--- src/rtl/if_stage.sv ---
// Instruction-fetch stage: owns the PC, issues one imem request at a time, and presents a registered IF/ID slot.
// Optional IF_MISALIGN_TRAP_EN: misaligned redirect targets raise a one-cycle o_trap pulse.
module if_stage #(
    parameter logic [31:0] RESET_PC = 32'h0000_0000
) (
    input  logic        clk,
    input  logic        rst,
    output logic        o_imem_req,
    output logic [31:0] o_imem_addr,
    input  logic        i_imem_gnt,
    input  logic        i_imem_rvalid,
    input  logic [31:0] i_imem_rdata,
    input  logic        i_stall,
    input  logic        i_redirect,
    input  logic [31:0] i_redirect_pc,
    output logic        o_valid,
    output logic [31:0] o_instruct,
    output logic [31:0] o_pc,
    output logic        o_trap
);

    typedef enum logic [1:0] {S_REQ, S_WAIT, S_DRAIN, S_HOLD} state_e;

    localparam logic [31:0] NOP = 32'h0000_0013;

    state_e      state_q, state_d;
    logic [31:0] pc_q, pc_d;
    logic [31:0] req_pc_q, req_pc_d;
    logic [31:0] hold_instr_q, hold_instr_d;
    logic [31:0] hold_pc_q, hold_pc_d;
    logic        valid_q, valid_d;
    logic [31:0] instr_q, instr_d;
    logic [31:0] opc_q, opc_d;
    logic        req_fire;
    logic        outstanding;

    // Requests are gated by rst so nothing is issued while reset is held.
    assign o_imem_req  = rst && (state_q == S_REQ) && !(valid_q && i_stall);
    assign o_imem_addr = pc_q;
    assign req_fire    = o_imem_req && i_imem_gnt;
    assign o_valid     = valid_q;
    assign o_instruct  = instr_q;
    assign o_pc        = opc_q;

    // A response is still owed by memory if we are waiting without rvalid or just got a grant.
    assign outstanding = ((state_q == S_WAIT || state_q == S_DRAIN) && !i_imem_rvalid)
                         || req_fire;

    always_comb begin
        state_d      = state_q;
        pc_d         = pc_q;
        req_pc_d     = req_pc_q;
        hold_instr_d = hold_instr_q;
        hold_pc_d    = hold_pc_q;
        valid_d      = valid_q;
        instr_d      = instr_q;
        opc_d        = opc_q;

        if (valid_q && !i_stall) valid_d = 1'b0;

        unique case (state_q)
            S_REQ: begin
                if (req_fire) begin
                    req_pc_d = pc_q;
                    pc_d     = pc_q + 32'd4;
                    state_d  = S_WAIT;
                end
            end
            S_WAIT: begin
                if (i_imem_rvalid) begin
                    if (!valid_q || !i_stall) begin
                        instr_d = i_imem_rdata;
                        opc_d   = req_pc_q;
                        valid_d = 1'b1;
                        state_d = S_REQ;
                    end else begin
                        hold_instr_d = i_imem_rdata;
                        hold_pc_d    = req_pc_q;
                        state_d      = S_HOLD;
                    end
                end
            end
            S_HOLD: begin
                if (!i_stall) begin
                    instr_d = hold_instr_q;
                    opc_d   = hold_pc_q;
                    valid_d = 1'b1;
                    state_d = S_REQ;
                end
            end
            S_DRAIN: begin
                if (i_imem_rvalid) state_d = S_REQ;
            end
            default: state_d = S_REQ;
        endcase

        // Redirect overrides everything above, including stall and a same-cycle response.
        if (i_redirect) begin
            pc_d         = i_redirect_pc & ~32'h3;
            valid_d      = 1'b0;
            instr_d      = instr_q;
            opc_d        = opc_q;
            hold_instr_d = '0;
            hold_pc_d    = '0;
            state_d      = outstanding ? S_DRAIN : S_REQ;
        end
    end

    always_ff @(posedge clk or negedge rst) begin
        if (!rst) begin
            state_q      <= S_REQ;
            pc_q         <= RESET_PC;
            req_pc_q     <= '0;
            hold_instr_q <= '0;
            hold_pc_q    <= '0;
            valid_q      <= 1'b0;
            instr_q      <= NOP;
            opc_q        <= '0;
        end else begin
            state_q      <= state_d;
            pc_q         <= pc_d;
            req_pc_q     <= req_pc_d;
            hold_instr_q <= hold_instr_d;
            hold_pc_q    <= hold_pc_d;
            valid_q      <= valid_d;
            instr_q      <= instr_d;
            opc_q        <= opc_d;
        end
    end

`ifdef IF_MISALIGN_TRAP_EN
    logic trap_q;

    always_ff @(posedge clk or negedge rst) begin
        if (!rst) trap_q <= 1'b0;
        else      trap_q <= i_redirect && (i_redirect_pc[1:0] != 2'b00);
    end

    assign o_trap = trap_q;
`else
    assign o_trap = 1'b0;
`endif

endmodule

--- config.mk ---
export PLATFORM = sky130hd
export DESIGN_NAME = if_stage
export DESIGN_NICKNAME = d
export VERILOG_FILES = /design/src/rtl/if_stage.sv
export SDC_FILE = /design/constraint.sdc
export NUM_CORES = 1
export LEC_CHECK = 0
export ABC_AREA = 1
export CAP_MARGIN = 20
export CORE_ASPECT_RATIO = 1.4
export CORE_MARGIN = 4
export CORE_UTILIZATION = 48
export CTS_CLUSTER_DIAMETER = 30
export DETAILED_ROUTE_END_ITERATION = 7
export GPL_ROUTABILITY_DRIVEN = 0
export PLACE_DENSITY_LB_ADDON = 0.05
export SLEW_MARGIN = 0
export SYNTH_ARGS = -nofsm -noshare
export SYNTH_HDL_FRONTEND = slang
export SYNTH_SLANG_ARGS = --single-unit
--- constraint.sdc ---
create_clock -name clk -period 1.45 [get_ports clk]
set_input_delay 0.145 -clock clk [delete_from_list [all_inputs] [get_ports clk]]
set_output_delay 0.145 -clock clk [all_outputs]
set_load 0.01 [all_outputs]
==> results.toml, run 1 <==
[job]
cap_violations = 0

[status]
violations = "setup timing"
outcome = "complete, but fails checks"

[place]
place_hpwl_um = 16100
io_buffers = 163

[floorplan]
rows = 59
core_sq_um = 18700
die_area_sq_um = 21300
die_w_um = 125
die_h_um = 171
start_util = 0.489
boundaryPins = 169

[logic_synthesis]
synth_area_per_cell_sq_um = 7.74
yosysUniqueCellTypes = 31
synthTopCellsByArea = "dfrtp_1 51%, nand2_1 12%, o21ai_0 10%"
seq_area_frac_synth = 0.518
synthesis.area_sq_um = 9140
synth_top_area_cell = "dfrtp_1"
yosysWarnings = 0
synth_top_area_frac = 0.509
synth_seq_cells = 189
syn-instance-count = 1181

[critical_path]
regToRegSetupSlack_ns = -0.22
crit_path_max_fanout = 8
crit_end = "o_instruct[9]"
crit_top_cell = "buf_6"
crit_arrival_ns = 2.02
worst_setup_path_start_kind = "register"
slowest_delay_ns = 0.41
timing.rr.start = "state_q[0]"
worst_r2r_endpoint = "o_instruct[9]"
path_cells = "buf_6 -> ha_4 -> inv_2 -> nor2_1 -> nor3_4 -> buf_6 -> buf_12 -> buf_16 -> nand2_1 -> o21ai_1"
cpMaxStageDelayCell = "dfrtp_1"
crit_start = "state_q[0]"
worst-path-buf-inv = 5
setup.worst_path.class = "register to register"
path_depth = 10
crit_family = "buffers and inverters"
reg2reg_depth = 10
end_kind = "register"
cp.required_ns = 1.80

[clock_network]
cts_buffers = 17
htree_levels = 4
cts-root-buf = "clkbuf_16"
clock_sinks = 189
cts_tree = "yes"
cts_buffer_depth = 2
path_clk_slew_ns = 0.07
clkLatencyLatePin_ns = 0.43

[cells_and_area]
nNetsFinal = 1489
fillCellCount = 1652
final_cell_mix = "284 x nand2_1, 185 x inv_1, 183 x dfrtp_1"
insertedDiodeCount = 0
layout-drive-gt1-share = 0.132
final_common_cell = "nand2_1"
syn2layout_area_growth_pct = 37.3

[sta]
fin_crit_sh = 1.15
grt_setup_unrepaired = "yes"
max_slew_margin = 0.659
holdWs_ns = 0.279
fin_ws_ns = -0.223
worst_pin_slew_ns = 0.511
hold_viol = 0
clock.fmax_mhz = 598
drv_slew = 0
fin_crit_ns = 1.67
skew_ns = 0.0148
setup_viol = 154

[detailed_routing]
drc = 0
ant_nets = 0
first_pass_iters = 5
wl_per_cell_um = 14.0
via_count = 8189
drt_iter0_drc = 562
routed_wl_um = 23400
via_per_inst = 4.90

[global_route]
antenna_found_initial = 0
grt_usage = 0.228
grt_pass1_vias = 8187
grt_max_degree = 90
grt_pass1_wl_um = 39600
grt_overflow = 0

[pwr]
peakVddDrop_mv = 0.761
power_density_nw_per_um2 = 1520
leakagePower_uw = 0.00616
p_total_uw = 19100

[worst_hold_path]
hold_path_class = "primary input to register"
[worst register-to-register path, cell delays in order (launching register included)]
cell and delay, ns:
dfrtp_1 0.41, buf_6 0.14, ha_4 0.18, inv_2 0.06, nor2_1 0.06, nor3_4 0.19
buf_6 0.20, buf_12 0.12, buf_16 0.11, nand2_1 0.05, o21ai_1 0.09
[how the worst min path moves through the flow]
stage | cells past startpoint | from | slack, ns | to
after floorplan | 0 | rst | -0.15 | hold_instr_q[0]
after global placement | 2 | rst | 0.26 | o_instruct[11]
after detailed placement | 2 | rst | 0.26 | o_instruct[13]
after global routing | 3 | i_redirect_pc[9] | 0.28 | o_imem_addr[9]
final | 3 | i_redirect_pc[5] | 0.28 | o_imem_addr[5]
after CTS | 3 | i_redirect_pc[5] | 0.26 | o_imem_addr[5]
[sequential cells by signal, summed over array words and instances (netlist names)]
register / count
state_q: 2
o_imem_addr: 30
req_pc_q: 30
o_instruct: 32
o_valid: 1
o_pc: 31
hold_instr_q: 32
hold_pc_q: 31
[report_power, final]
part           internal (uW)  switching [uW]  leakage [uW]
clock                   2310            2160      0.000271
sequential              6730             778       0.00244
combinational           3290            3860       0.00345
[what timing repair did]
item,4_1_cts,5_1_grt
hold buffers,1,0
pin swaps,3,2
gates cloned,5,0
endpoints found under the setup margin,276,194
endpoints found under the hold margin,84,0
gates resized for setup,165,17
buffers inserted,19,0
[routing by layer]
layer | GRT usage | up-vias | routed length, um
met3 | 0.0413 | 37 | 984
met5 | 0 | - | 0
met4 | 0.0854 | 0 | 563
met2 | 0.387 | 205 | 11400
met1 | 0.294 | 3761 | 10400
li1 | - | 4186 | -
[per-stage QoR]
stage               cell area, sq um  worst slack (ns)  instances  TNS (ns)  utilization
global route                   12500            -0.305       1670    -37.12        0.672
floorplan                       9240           -0.0861       1183     -7.38            -
global placement               11600            -0.267       1613    -35.41        0.623
finish                         12500            -0.223       1670    -15.87        0.672
CTS                            12500            -0.190       1670    -16.93        0.671
detailed placement             11600            -0.341       1613    -40.81        0.623
[cells in the mapped netlist, drive strengths merged]
cell	instances
nand2	292
o21ai	229
inv	191
dfrtp	186
nand3	83
nor2	61
a21oi	39
buf	37
clkbuf	27
xor2	7
ha	6
nand4	4
o22ai	4
dfstp	3
o211ai	3
nor3	2
o21bai	2
a31oi	1
and2	1
clkinv	1
conb	1
o21a	1
[cell type report]
| class | instances | area, sq um | share of cell area |
|---|---|---|---|
| clock buffers | 18 | 439 | 0.0350 |
| clock inverters | 14 | 128 | 0.0102 |
| inverters | 192 | 727 | 0.0579 |
| multi-input cells | 738 | 3510 | 0.280 |
| flip-flops and latches | 189 | 4740 | 0.378 |
| well taps | 244 | 305 | 0.0243 |
| repair buffers | 275 | 2700 | 0.215 |
[cell families after synthesis]
group,count (synthesis),synth area share
other,1,0.000410
AO/OA/AOI/OAI,279,0.155
XOR/XNOR,7,0.00671
flip-flops,189,0.518
adder cells (fa/ha/maj),6,0.00821
buffers and inverters,256,0.114
AND/OR/NAND/NOR,443,0.198
No activity file was read; power rests on OpenSTA's default activity.
==> inputs of run 2 (changes only) <==
Settings changed: ABC_CLOCK_PERIOD_IN_PS set to 2100, CORE_UTILIZATION 48 to 53.
Clock period 1.45 ns to 2.1 ns, I/O delays scaled along.
==> run 2 against run 1 <==
Total power fell by 30%. Sequential share of layout area is 2.9 points higher. The run now ends clean. Combinational power decreased by 37%. Critical endpoint is now o_imem_req. Clock skew fell by 0.0029 ns. Cell count down 7.8%. Register-to-register slack gained 0.45 ns. First-iteration DRC count rose by 50%. Count of clock-buffer cells in the layout grew 1. Largest power group unchanged. Hold slack got worse by 0.13 ns. Die area down 8.9%.
==> results.toml, run 2 (synthesized netlist as in run 1, its figures left out) <==
[critical_path]
path_cells = "inv_1 -> ha_1 -> nand2_1 -> nor2_1 -> dlygate4sd2_1"
cpMaxStageDelayCell = "dfrtp_1"
timing.rr.start = "state_q[0]"
crit_path_max_fanout = 4
cp.required_ns = 1.89
worst_r2r_endpoint = "state_q[0]"
reg2reg_depth = 9
crit_arrival_ns = 1.68
regToRegSetupSlack_ns = 0.23
setup.worst_path.class = "register to output port"
slowest_delay_ns = 0.45
worst-path-buf-inv = 2
crit_family = "flip-flops"
end_kind = "output port"
worst_setup_path_start_kind = "register"

[floorplan]
core_sq_um = 16800
die_w_um = 119
die_area_sq_um = 19400
rows = 56
start_util = 0.544
boundaryPins = 169
die_h_um = 163

[sta]
setup_viol = 0
max_slew_margin = 0.338
tns_ns = 0
worst_pin_slew_ns = 0.993
hold_viol = 0
grt_setup_unrepaired = "no"
holdWs_ns = 0.153
fin_crit_sh = 0.901
drv_slew = 0
fin_crit_ns = 1.89
fin_ws_ns = 0.208
skew_ns = 0.0118
clock.fmax_mhz = 529

[cells_and_area]
fin_area_sq_um = 11600
final_cell_mix = "291 x nand2_1, 188 x inv_1, 186 x dfrtp_1"
fillCellCount = 1426
nNetsFinal = 1400
syn2layout_area_growth_pct = 27.4
insertedDiodeCount = 0
final_common_cell = "nand2_1"
layout-drive-gt1-share = 0.0509

[detailed_routing]
routed_wl_um = 21600
drt_iter0_drc = 843
via_per_inst = 5.09
wl_per_cell_um = 14.0
drc = 0
ant_nets = 0
first_pass_iters = 5
via_count = 7839

[place]
io_buffers = 163
place_hpwl_um = 14300
place_area_sq_um = 11000
place_ws_ns = 0.175

[global_route]
antenna_found_initial = 0
grt_pass1_wl_um = 37100
grt_pass1_vias = 7626
grt_usage = 0.233
grt_overflow = 0
grt_max_degree = 189

[pwr]
leakagePower_uw = 0.00539
power_density_nw_per_um2 = 1140
peakVddDrop_mv = 0.577

[clock_network]
cts_tree = "yes"
htree_levels = 4
clock_sinks = 189
cts_buffers = 17
cts_buffer_depth = 2
clkLatencyLatePin_ns = 0.43
cts-root-buf = "clkbuf_16"
postCtsSetupRepairBufs = 0
path_clk_slew_ns = 0.07

[worst_hold_path]
hold_path_class = "primary input to async pin"

[job]
cap_violations = 0

[status]
outcome = "complete, no violations"
-- run 2: stage by stage --
stage / util / total power (uW) / cells
2_1_floorplan: - / 7630 / 1183
3_3_place_gp: 0.653 / 9740 / 1507
3_5_place_dp: 0.653 / 9850 / 1507
4_1_cts: 0.692 / 13400 / 1540
5_1_grt: 0.692 / 14200 / 1540
6_report: 0.692 / 13300 / 1540
-- run 2: layout make-up --
cell class | count | area [sq um] | area share
multi-input cells | 738 | 3390 | 0.291
well taps | 203 | 254 | 0.0218
inverters | 192 | 724 | 0.0622
repair buffers | 186 | 1900 | 0.163
flip-flops and latches | 189 | 4730 | 0.407
clock buffers | 19 | 433 | 0.0372
clock inverters | 13 | 210 | 0.0181
-- run 2: how the worst max path moves through the flow --
stage,startpoint,slack [ns],to,cells past startpoint
2_1_floorplan,state_q[1],0.53,o_pc[1],8
3_3_place_gp,i_stall,0.24,hold_pc_q[6],10
3_5_place_dp,i_stall,0.17,hold_pc_q[17],10
4_1_cts,state_q[1],0.18,hold_pc_q[14],9
5_1_grt,state_q[1],0.02,hold_pc_q[10],9
6_report,state_q[0],0.21,o_imem_req,5
-- run 2: per-layer routing --
layer | track usage | part of all wire | vias to the layer above
met5 | 0 | 0 | -
li1 | - | - | 3994
met2 | 0.382 | 0.49 | 199
met3 | 0.0381 | 0.044 | 26
met1 | 0.319 | 0.45 | 3620
met4 | 0.0712 | 0.017 | 0
-- run 2: timing repair --
| action | CTS | global route |
|---|---|---|
| hold buffers | 1 | 0 |
| resized for setup | 1 | 2 |
| hold endpoints to repair | 1 | 0 |
| endpoints found under the setup margin | 1 | 16 |
-- run 2: power breakdown --
group          switching [uW]  internal (uW)
Clock                    1400           2120
Sequential                634           4650
Combinational            2360           2130
==> inputs of run 3 (changes only) <==
Settings changed: ABC_AREA 1 to 0, GPL_TIMING_DRIVEN set to 0.
==> run 3 against run 2 <==
The run now ends with hold timing left. Clock power is 5% lower. Global-route usage up 0.64 points. Flip-flop and latch count stayed put. Count of clock-buffer cells in the layout shrank 2. Largest power group unchanged. Via count decreased by 13%. Synthesized cell count decreased by 24%. Sequential share of layout area rose by 1.8 points. First-iteration DRC count decreased by 49%. Synthesized area is 7.8% lower.
==> results.toml, run 3 <==
[pwr]
leakagePower_uw = 0.00477
peakVddDrop_mv = 0.647
power_density_nw_per_um2 = 1090

[floorplan]
rows = 54
start_util = 0.540
die_area_sq_um = 18000
boundaryPins = 169
die_h_um = 157
die_w_um = 115
core_sq_um = 15600

[detailed_routing]
routed_wl_um = 20900
drc = 0
via_per_inst = 5.28
drt_iter0_drc = 430
wl_per_cell_um = 16.1
first_pass_iters = 4
ant_nets = 0
via_count = 6858

[global_route]
antenna_found_initial = 0
grt_usage = 0.239
grt_pass1_wl_um = 34100
grt_max_degree = 86
grt_overflow = 0
grt_pass1_vias = 6907

[logic_synthesis]
synth_top_area_frac = 0.553
synthTopCellsByCount = "316 x nand2_1, 186 x dfrtp_1, 91 x o21ai_0"
synth_area_per_cell_sq_um = 9.39
seq_area_frac_synth = 0.562
synth_top_area_cell = "dfrtp_1"
yosysUniqueCellTypes = 41
synth_flop_cell = "dfrtp_1"
synthTopCellsByArea = "dfrtp_1 55%, nand2_1 14%, mux2i_1 7.5%"
yosysWarnings = 0
synth_enable_flop_cells = 0
synthesis.area_sq_um = 8420
yosysMostFrequentCell = "nand2_1"
synthArstFlopShare = 1.00
synth_seq_cells = 189
syn-instance-count = 897

[cells_and_area]
nNetsFinal = 1167
final_cell_mix = "315 x nand2_1, 186 x dfrtp_1, 161 x clkdlybuf4s50_1"
insertedDiodeCount = 0
final_util = 0.714
final_common_cell = "nand2_1"
syn2layout_area_growth_pct = 32.2
fin_area_sq_um = 11100
layout-drive-gt1-share = 0.0851

[status]
outcome = "complete, but fails checks"
violations = "hold timing"

[place]
io_buffers = 163
place_hpwl_um = 14600
place_area_sq_um = 10300

[sta]
grt_setup_unrepaired = "yes"
worst_pin_slew_ns = 0.510
hold_viol = 80
drv_slew = 0
holdWs_ns = -0.310
setup_viol = 0
fin_crit_ns = 2.05
fin_crit_sh = 0.976
max_slew_margin = 0.660
tns_ns = 0
skew_ns = 0.0117
clock.fmax_mhz = 488

[clock_network]
cts_buffer_depth = 2
clock_sinks = 189
cts_tree = "yes"
cts-root-buf = "clkbuf_16"
clkLatencyLatePin_ns = 0.43
path_clk_slew_ns = 0.08
htree_levels = 4
cts_buffers = 17

[job]
cap_violations = 0

[critical_path]
path_cells = "inv_2 -> ha_2 -> nand2_1 -> nor4b_4 -> nand3_2 -> or4_1 -> nand3_1"
crit_arrival_ns = 2.42
end_kind = "register"
cpMaxStageDelayCell = "or4_1"
cp.required_ns = 2.47
worst_setup_path_start_kind = "register"
setup.worst_path.class = "register to register"
crit_path_max_fanout = 4
slowest_delay_ns = 0.50

[worst_hold_path]
hold_path_class = "primary input to async pin"
[run 3: changes by cell type after synthesis, moves of 23 or more]
cell     delta
o21ai_1    -46
o21ai_0    -92
mux2i_1    +63
a21oi_1    +23
nand2_1    +25
inv_1     -183
nor2_1     -48
nand3_1    -68
[run 3: critical path, delay by kind of cell, from the launching register on]
family                   cells  cell delay (ns)
AND/OR/NAND/NOR              5             1.25
flip-flops                   1             0.43
adder cells (fa/ha/maj)      1             0.21
buffers and inverters        1             0.10
[run 3: metrics by stage]
stage,worst slack (ns),instances,total power [uW]
3_5_place_dp,-0.735,1259,8830
5_1_grt,-0.0839,1300,12900
4_1_cts,0.000552,1292,12200
3_3_place_gp,-7.12,1258,8720
6_report,0.0512,1300,12200
2_1_floorplan,0.236,899,6830
[run 3: logic make-up (layout without fill, tap and decap cells)]
kind of cell / count (synthesis) / in the layout / synth area share
fa+ha+maj: 6 / 6 / 0.00891
flops: 189 / 189 / 0.562
simple gates: 384 / 384 / 0.193
mux: 65 / 65 / 0.0775
other cells: 1 / 3 / 0.000445
compound gates: 161 / 162 / 0.0988
buf+inv: 64 / 268 / 0.0316
xor+xnor: 27 / 27 / 0.0281
[run 3: timing repair]
item,in CTS,in global routing
setup buffers,0,7
cloned,1,1
endpoints found under the hold margin,80,80
gates resized for setup,18,31
pin swaps,1,5
endpoints found under the setup margin,150,134
[run 3: area by class of cell]
type	count	area, sq um
buffer	59	289
clock buffer	17	425
clock inverter	15	193
fill	1272	4470
inverter	5	18.8
multi-input combinational	647	3480
sequential	189	4730
tap	196	245
timing repair buffer	172	1750
[run 3: path summary, 6_finish.rpt]
check	slack [ns]	end	startpoint	cells after the start
hold reg to reg	0.48	o_instruct[10]	o_instruct[10]	2
max in group asynchronous	1.60	hold_pc_q[4]	rst	2
min in group clk	0.33	o_imem_addr[2]	i_redirect_pc[2]	3
setup reg to reg	0.05	o_imem_addr[31]	state_q[0]	7
hold / removal	-0.31	o_instruct[26]	rst	1
setup / recovery	0.05	o_imem_addr[31]	state_q[0]	7
[run 3: per-layer routing]
metal | up-vias | share of wire | track usage
met4 | 0 | 0.022 | 0.0758
met5 | - | 0 | 0
met3 | 30 | 0.046 | 0.0427
met2 | 176 | 0.49 | 0.404
li1 | 3389 | - | -
met1 | 3263 | 0.44 | 0.313
[run 3: where the power goes]
group,internal (uW),switching (uW)
clock,1830,1530
combinational,1850,1790
sequential,4550,632
